$ cat src/rtl/uart_pkg.sv
// Shared UART definitions for the transmitter and receiver: FSM states, default
// frame geometry and a counter-width helper.
package uart_pkg;

  typedef enum logic [2:0] {IDLE, START, DATA, PARITY, STOP} state_t;

  localparam int DEF_DATA_W     = 8;
  localparam int DEF_OVERSAMPLE = 16;
  localparam int TICK_W         = $clog2(DEF_OVERSAMPLE);

  // Width needed to count 0..n-1, never below one bit.
  function automatic int cnt_w(input int n);
    return (n > 1) ? $clog2(n) : 1;
  endfunction

endpackage

$ cat src/rtl/uart_baud_counter.sv
// Counts oversample ticks within one bit period and flags the tick that ends the bit.
// clr restarts the bit period; it takes priority over counting.
module uart_baud_counter
  import uart_pkg::*;
#(
  parameter int OVERSAMPLE = DEF_OVERSAMPLE
) (
  input  logic clk,
  input  logic rst,
  input  logic clr,
  input  logic tick,
  output logic bit_done
);

  localparam int W = cnt_w(OVERSAMPLE);

  logic [W-1:0] tick_cnt;

  assign bit_done = tick && (tick_cnt == W'(OVERSAMPLE - 1));

  always_ff @(posedge clk or negedge rst) begin
    if (!rst)                 tick_cnt <= '0;
    else if (clr || bit_done) tick_cnt <= '0;
    else if (tick)            tick_cnt <= tick_cnt + 1'b1;
  end

endmodule

$ cat src/rtl/transmitter.sv
// UART transmitter: start, DATA_W bits LSB-first, optional even parity, one stop bit.
// Define UART_TX_PARITY_EN to insert the parity bit between data and stop.
module transmitter
  import uart_pkg::*;
#(
  parameter int DATA_W     = DEF_DATA_W,
  parameter int OVERSAMPLE = DEF_OVERSAMPLE
) (
  input  logic              clk,
  input  logic              rst,
  input  logic              t_enable,
  input  logic              tx_load,
  input  logic [DATA_W-1:0] tx_data,
  output logic              txd,
  output logic              tbr,
  output logic              tx_busy
);

  localparam int BIT_W = cnt_w(DATA_W);

  state_t            state, state_nx;
  logic [DATA_W-1:0] hold, shift, shift_nx;
  logic [BIT_W-1:0]  bit_cnt, bit_cnt_nx;
  logic              bit_done, xfer, txd_nx, tick_en;
`ifdef UART_TX_PARITY_EN
  logic              par, par_nx;
`endif

  // Ticks only advance the bit timer while a frame is on the line.
  assign tick_en = t_enable && (state != IDLE);
  assign tx_busy = (state != IDLE);

  uart_baud_counter #(.OVERSAMPLE(OVERSAMPLE)) u_baud (
    .clk      (clk),
    .rst      (rst),
    .clr      (xfer),
    .tick     (tick_en),
    .bit_done (bit_done)
  );

  always_comb begin
    state_nx   = state;
    shift_nx   = shift;
    bit_cnt_nx = bit_cnt;
    xfer       = 1'b0;
    txd_nx     = 1'b1;
`ifdef UART_TX_PARITY_EN
    par_nx     = par;
`endif
    case (state)
      IDLE:  xfer = !tbr;
      START: if (bit_done) state_nx = DATA;
      DATA: begin
        if (bit_done) begin
          shift_nx = shift >> 1;
          if (bit_cnt == BIT_W'(DATA_W - 1))
`ifdef UART_TX_PARITY_EN
            state_nx = PARITY;
`else
            state_nx = STOP;
`endif
          else
            bit_cnt_nx = bit_cnt + 1'b1;
        end
      end
      PARITY: if (bit_done) state_nx = STOP;
      STOP: begin
        if (bit_done) begin
          if (!tbr) xfer = 1'b1;
          else      state_nx = IDLE;
        end
      end
      default: state_nx = IDLE;
    endcase

    // Holding register moves into the shifter; this also chains frames with no idle gap.
    if (xfer) begin
      state_nx   = START;
      shift_nx   = hold;
      bit_cnt_nx = '0;
`ifdef UART_TX_PARITY_EN
      par_nx     = ^hold;
`endif
    end

    // txd is registered from the next state so the line never glitches.
    case (state_nx)
      START:   txd_nx = 1'b0;
      DATA:    txd_nx = shift_nx[0];
`ifdef UART_TX_PARITY_EN
      PARITY:  txd_nx = par_nx;
`endif
      default: txd_nx = 1'b1;
    endcase
  end

  always_ff @(posedge clk or negedge rst) begin
    if (!rst) begin
      state   <= IDLE;
      shift   <= '0;
      bit_cnt <= '0;
      txd     <= 1'b1;
`ifdef UART_TX_PARITY_EN
      par     <= 1'b0;
`endif
    end else begin
      state   <= state_nx;
      shift   <= shift_nx;
      bit_cnt <= bit_cnt_nx;
      txd     <= txd_nx;
`ifdef UART_TX_PARITY_EN
      par     <= par_nx;
`endif
    end
  end

  // Loads only land in an empty buffer; a full buffer is never overwritten.
  always_ff @(posedge clk or negedge rst) begin
    if (!rst) begin
      hold <= '0;
      tbr  <= 1'b1;
    end else if (tx_load && tbr) begin
      hold <= tx_data;
      tbr  <= 1'b0;
    end else if (xfer) begin
      tbr  <= 1'b1;
    end
  end

endmodule
$ cat config.mk
export PLATFORM = sky130hd
export DESIGN_NAME = transmitter
export DESIGN_NICKNAME = d
export VERILOG_FILES = /design/src/rtl/uart_pkg.sv /design/src/rtl/uart_baud_counter.sv /design/src/rtl/transmitter.sv
export SDC_FILE = /design/constraint.sdc
export NUM_CORES = 1
export LEC_CHECK = 0
export ABC_AREA = 1
export CORE_AREA = 8 8 82 84
export DETAILED_ROUTE_END_ITERATION = 8
export DIE_AREA = 0 0 90 92
export PLACE_DENSITY_LB_ADDON = 0.08
export RECOVER_POWER = 100
export SYNTH_ARGS = -nofsm -noshare
export SYNTH_HDL_FRONTEND = slang
export SYNTH_SLANG_ARGS = --single-unit
$ cat constraint.sdc
create_clock -name clk -period 2.6 [get_ports clk]
set_clock_uncertainty 0.2 [all_clocks]
set_input_delay 0.52 -clock clk [delete_from_list [all_inputs] [get_ports clk]]
set_output_delay 0.52 -clock clk [all_outputs]
set_load 0.01 [all_outputs]
---- Yosys cells after proc, flatten, opt, wreduce, memory -nomap -nowiden ----
Index checks and enable logic that the tools add are counted.
word-level totals
  register bits ........................... 28
  input port bits ......................... 12
  output and inout port bits .............. 3
  word-level logic and storage cells ...... 55
cells by class
  add/sub/neg operators ................... 2
  equal/unequal tests ..................... 9
  muxes and demuxes ....................... 23
  reductions and logical operators ........ 13
operator list
  kind                 count
  $mux 3               11
  $mux 8               3
  $pmux 3 s5           1
  $eq 3x2->1 const B   3
  $mux 4               2
  $reduce_bool 2->1    4
  $eq 3x1->1 const B   2
  $eq 3x3->1 const B   2
  $add 4x1->4 const B  1
  $eq 4x4->1 const B   1
  $mux 1               4
  $pmux 1 s2           2
  $add 3x1->3 const B  1
  $logic_and 1x1->1    3
  $logic_not 3->1      1
  $reduce_and 3->1     1
  $reduce_bool 3->1    1
  $ne 2x1->1 const B   1
  $reduce_and 2->1     1
  $logic_not 1->1      1
  $logic_or 1x1->1     1

---- Logic depth before layout (Yosys ltp) ----
  depth after elaboration ................. 8
  depth in mapped cells ................... 11

---- Hierarchy ----
Synthesis repeated with hierarchy kept, for this count alone.
unflattened totals
  cell total of the unflattened synthesis .. 150
  area, all modules ....................... 1328.8 µm²
modules (own cells, without submodules)
  module             instances  cells each  area an instance (µm²)
  transmitter        1          121         1109.8
  uart_baud_counter  1          29          219.0

---- Worst setup path after synthesis ----
No wires, ideal clock.
  kind .................................... register -> register
  start point ............................. register u_baud.tick_cnt[0]
  end point ............................... register shift[5]
  setup time .............................. 0.129 ns
  arrival time ............................ 1.351 ns
  slack ................................... 0.920 ns
  stages on the path, launching flop included .. 10
  period minus slack after synthesis ...... 1.680 ns
  cells stage by stage .................... dfrtp_1 > ha_1 > nand2_2 > nor2_8 > nand3_4 > nand2_4 > nand2_4 > buf_8 > nand3_1 > o211ai_2
between the ends
  longest elaborated chain between the ends .. 6
RTL lines
  element                      line                     text
  start, declared              uart_baud_counter.sv:17  logic [W-1:0] tick_cnt;
  start signal, assigned       uart_baud_counter.sv:24  else if (tick) tick_cnt <= tick_cnt + 1'b1;
  $eq 4x4->1 *                 uart_baud_counter.sv:19  assign bit_done = tick && (tick_cnt == W'(OVERSAMPLE - 1));
  $logic_and 1x1->1 *          uart_baud_counter.sv:19
  $mux 1                       transmitter.sv:68        if (bit_done) begin
  $pmux 1 s2                   transmitter.sv:50        case (state)
  $reduce_bool 2->1 (no line)  n/a
  $reduce_and 2->1 (no line)   n/a
  end signal, assigned         transmitter.sv:108       shift <= shift_nx;
  end, declared                transmitter.sv:22        logic [DATA_W-1:0] hold, shift, shift_nx;
Mark *: on every way between the ends. The rest lies on a longest branch, timed or not.
A chain may end at the register's enable or synchronous reset.

---- Final worst setup path ----
  start point ............................. register state[0]
  end point ............................... output tx_busy
between the ends
  longest elaborated chain between the ends .. 1
RTL lines
  element                 line                text
  start, declared         transmitter.sv:21   state_t state, state_nx;
  start signal, assigned  transmitter.sv:107  state <= state_nx;
  $reduce_bool 3->1       transmitter.sv:31   assign tx_busy = (state != IDLE);
  end, declared           transmitter.sv:16   output logic tx_busy
No other way between the ends.

==> run summary <==
Run status: finished, final reports clean
Avg WL per Cell: 12.81 µm
Post-route DRC: 0
Clock buffers created by TritonCTS: 3
Instance count along the most critical hold path: 2
Die area: 0.008280 mm²
Number of nets at the end of the flow: 178
Port Buf Inserts: 14
Placer's final routability congestion estimate: 0.7545
Via Count: 1032
Diode count: 0
Proportion of synthesized area in mux cells: 2.322%
Final setup fails: 0
Actual transition at the worst max-transition pin: 0.7464 ns
Cell taking the most area after synthesis: dfrtp_1
Postcts setup bufs: 0
Number of detailed-route iterations in the first pass: 4
Required time reported for the critical path endpoint: 1.88 ns
Starting utilization of the core area: 26.92%
Number of warning messages in the yosys log: 0
Via/cell ratio: 4.410
Minimum period implied by the final worst setup slack: 2.374 ns
Number of cells traversed by the worst register-to-register path: 11
Largest net degree at the start of global routing: 29
Synth top area share: 44.71%
Number of non-filler instances in the completed layout: 234
Number of clock sinks: 28
PD cells: 629.4 mW/mm²
Cell at the root of the clock tree: clkbuf_8
Tot Pwr: 1.044 mW
Setup crit end kind: primary output
Number of global-route vias before repair: 1112
Final Cycle Share: 91.29%
Synthesis-to-layout area growth: 14.02%
Final-report hold violation count: 0
Fraction of layout instances using a drive strength above 1: 15.43%
Startpoint kind of the worst setup timing path: register
Area share of fa/ha/maj cells after synthesis: 2.580%
Clock network latency to the later pin of the worst-skew pair: 0.28 ns
Slew margin rel.: 50.24%
Initial antenna violation count: 0
Leading cell types in the layout, fill and taps excluded: dfrtp_1, nand3_1, nand2_1, inv_1, nor2_1
Min-delay worst type: register to register
Total number of H-tree levels: 1
Detailed Route Iter0 Violations: 36
Accumulated negative setup slack: 0 ns
Maximum ir drop on the vdd rail: 0.2054 mV
Post-detailed-placement half-perimeter wirelength: 2185 µm
Portion of the post-synthesis area used by sequential elements: 48.32%
Synth Area per Inst: 9.899 µm²
Combinational family with the most area after synthesis: simple AND/OR/NAND/NOR gates
Resized cells post-CTS: 0
Most frequent standard cell in the layout excluding fill and tap cells: dfrtp_1
Clock buffer depth: 2
Core area: 0.005405 mm²
Number of storage elements in the synthesis netlist: 28
Chip Width: 90 µm
Clk slew on worst S/H paths: 0.10 ns
Number of buffers added to fix hold violations after cts: 0
GRT Overall Usage: 7.781%
Largest cells by area after synthesis: dfrtp_1, nand3_1, nand2_1, o211ai_2, dfstp_2
Unrepaired setup endpoints after global routing: no
Chip Height: 92 µm
Total overflow reported by the global router: 0
Leak: 0.7393 nW
Max-cap violations: 0
Peak fanout along the critical path: 7
Global-route wire length before repair: 5319 µm
Pins over their slew limit: 0
Syn_nets: 162
Data arrival time of the worst path: 1.65 ns
Fraction of the mapped netlist area in simple logic gates: 27.52%
Placed cell count: 230
Worst setup path category: register to primary output
Library cells used by synthesis: 30
Instance count of the mapped netlist: 147
Number of rows created at floorplan: 27
Fmax: 421.3 MHz
Synthesized-area fraction occupied by xor and xnor cells: 1.806%
CTS tree: yes
Antenna violation net count after detailed routing: 0
Smallest hold slack: 0.2992 ns
Number of top-level pins: 15
Post-synthesis compound-gate area fraction: 9.888%
Post-synthesis cell area: 0.001455 mm²
Total routed wirelength: 2998 µm
-- area by class of cell --
class                           count  area, µm²
Clock buffer                        4      55.05
Fill cell                         582       3746
Inverter                           17      68.82
Multi-Input combinational cell     98      596.8
Sequential cell                    28      703.2
Tap cell                           72      90.09
Timing Repair Buffer               15      145.1
-- final timing paths --
kind,from,end,slack (ns)
max,state[0],tx_busy,0.23
min,hold[7],shift[7],0.30
max reg2reg,u_baud.tick_cnt[0],txd,0.51
min reg2reg,hold[7],shift[7],0.30
max in group asynchronous,rst,shift[1],1.11
min in group asynchronous,rst,bit_cnt[1],0.62
-- logic make-up (layout without fill, tap and decap cells) --
| logic type | Yosys count | in the layout |
|---|---|---|
| simple gates | 70 | 70 |
| flops | 28 | 28 |
| buf+inv | 21 | 36 |
| compound gates | 19 | 19 |
| fa+ha+maj | 3 | 3 |
| xor+xnor | 3 | 3 |
| mux | 3 | 3 |
-- cells in the mapped netlist, drive strengths merged --
| cell | n |
|---|---|
| mux2 | 3 |
| nor2 | 16 |
| nand4 | 2 |
| xor2 | 2 |
| ha | 3 |
| xnor2 | 1 |
| a21oi | 8 |
| o211ai | 7 |
| dfstp | 2 |
| o32ai | 1 |
| o21a | 1 |
| nand3 | 22 |
| nor3 | 2 |
| o21ai | 2 |
| buf | 4 |
| nand2 | 28 |
| inv | 17 |
| dfrtp | 26 |
-- power by group --
part / leakage (nW) / switching [mW] / internal [mW] / total, mW
Combinational: 0.367 / 0.116 / 0.0962 / 0.213
Clock: 0.0288 / 0.145 / 0.136 / 0.281
Sequential: 0.343 / 0.0422 / 0.509 / 0.551
Total: 0.739 / 0.303 / 0.741 / 1.04
-- sequential cells by signal, indices dropped and copies added, names as in the netlist --
signal and cells:
hold 8, shift 8, u_baud.tick_cnt 4, bit_cnt 3, state 3, tbr 1, txd 1
-- critical path, cell delays in order, from the launching register on --
cell	delay, ns
dfrtp_1	0.49
nor2_2	0.20
nand2_4	0.08
dlygate4sd3_1	0.61
-- metal layers --
layer	global-route usage [%]	up-vias	part of all wire (%)	routed length, µm
met3	1.956	7	3.7	111
met5	0	-	0	0
li1	-	519	-	-
met2	13.31	15	47	1424
met4	3.329	0	2.0	61
met1	9.064	491	47	1400
-- metrics by stage --
step / worst slack, ns / util [%] / instance area [µm²]
after floorplan: 0.9199 / - / 1455
after global placement: 0.4337 / 30.56 / 1652
after detailed placement: 0.3700 / 30.56 / 1652
after CTS: 0.2776 / 31.57 / 1707
after global routing: 0.1485 / 30.69 / 1659
final: 0.2264 / 30.69 / 1659
Power figures use the tool's default switching activity.
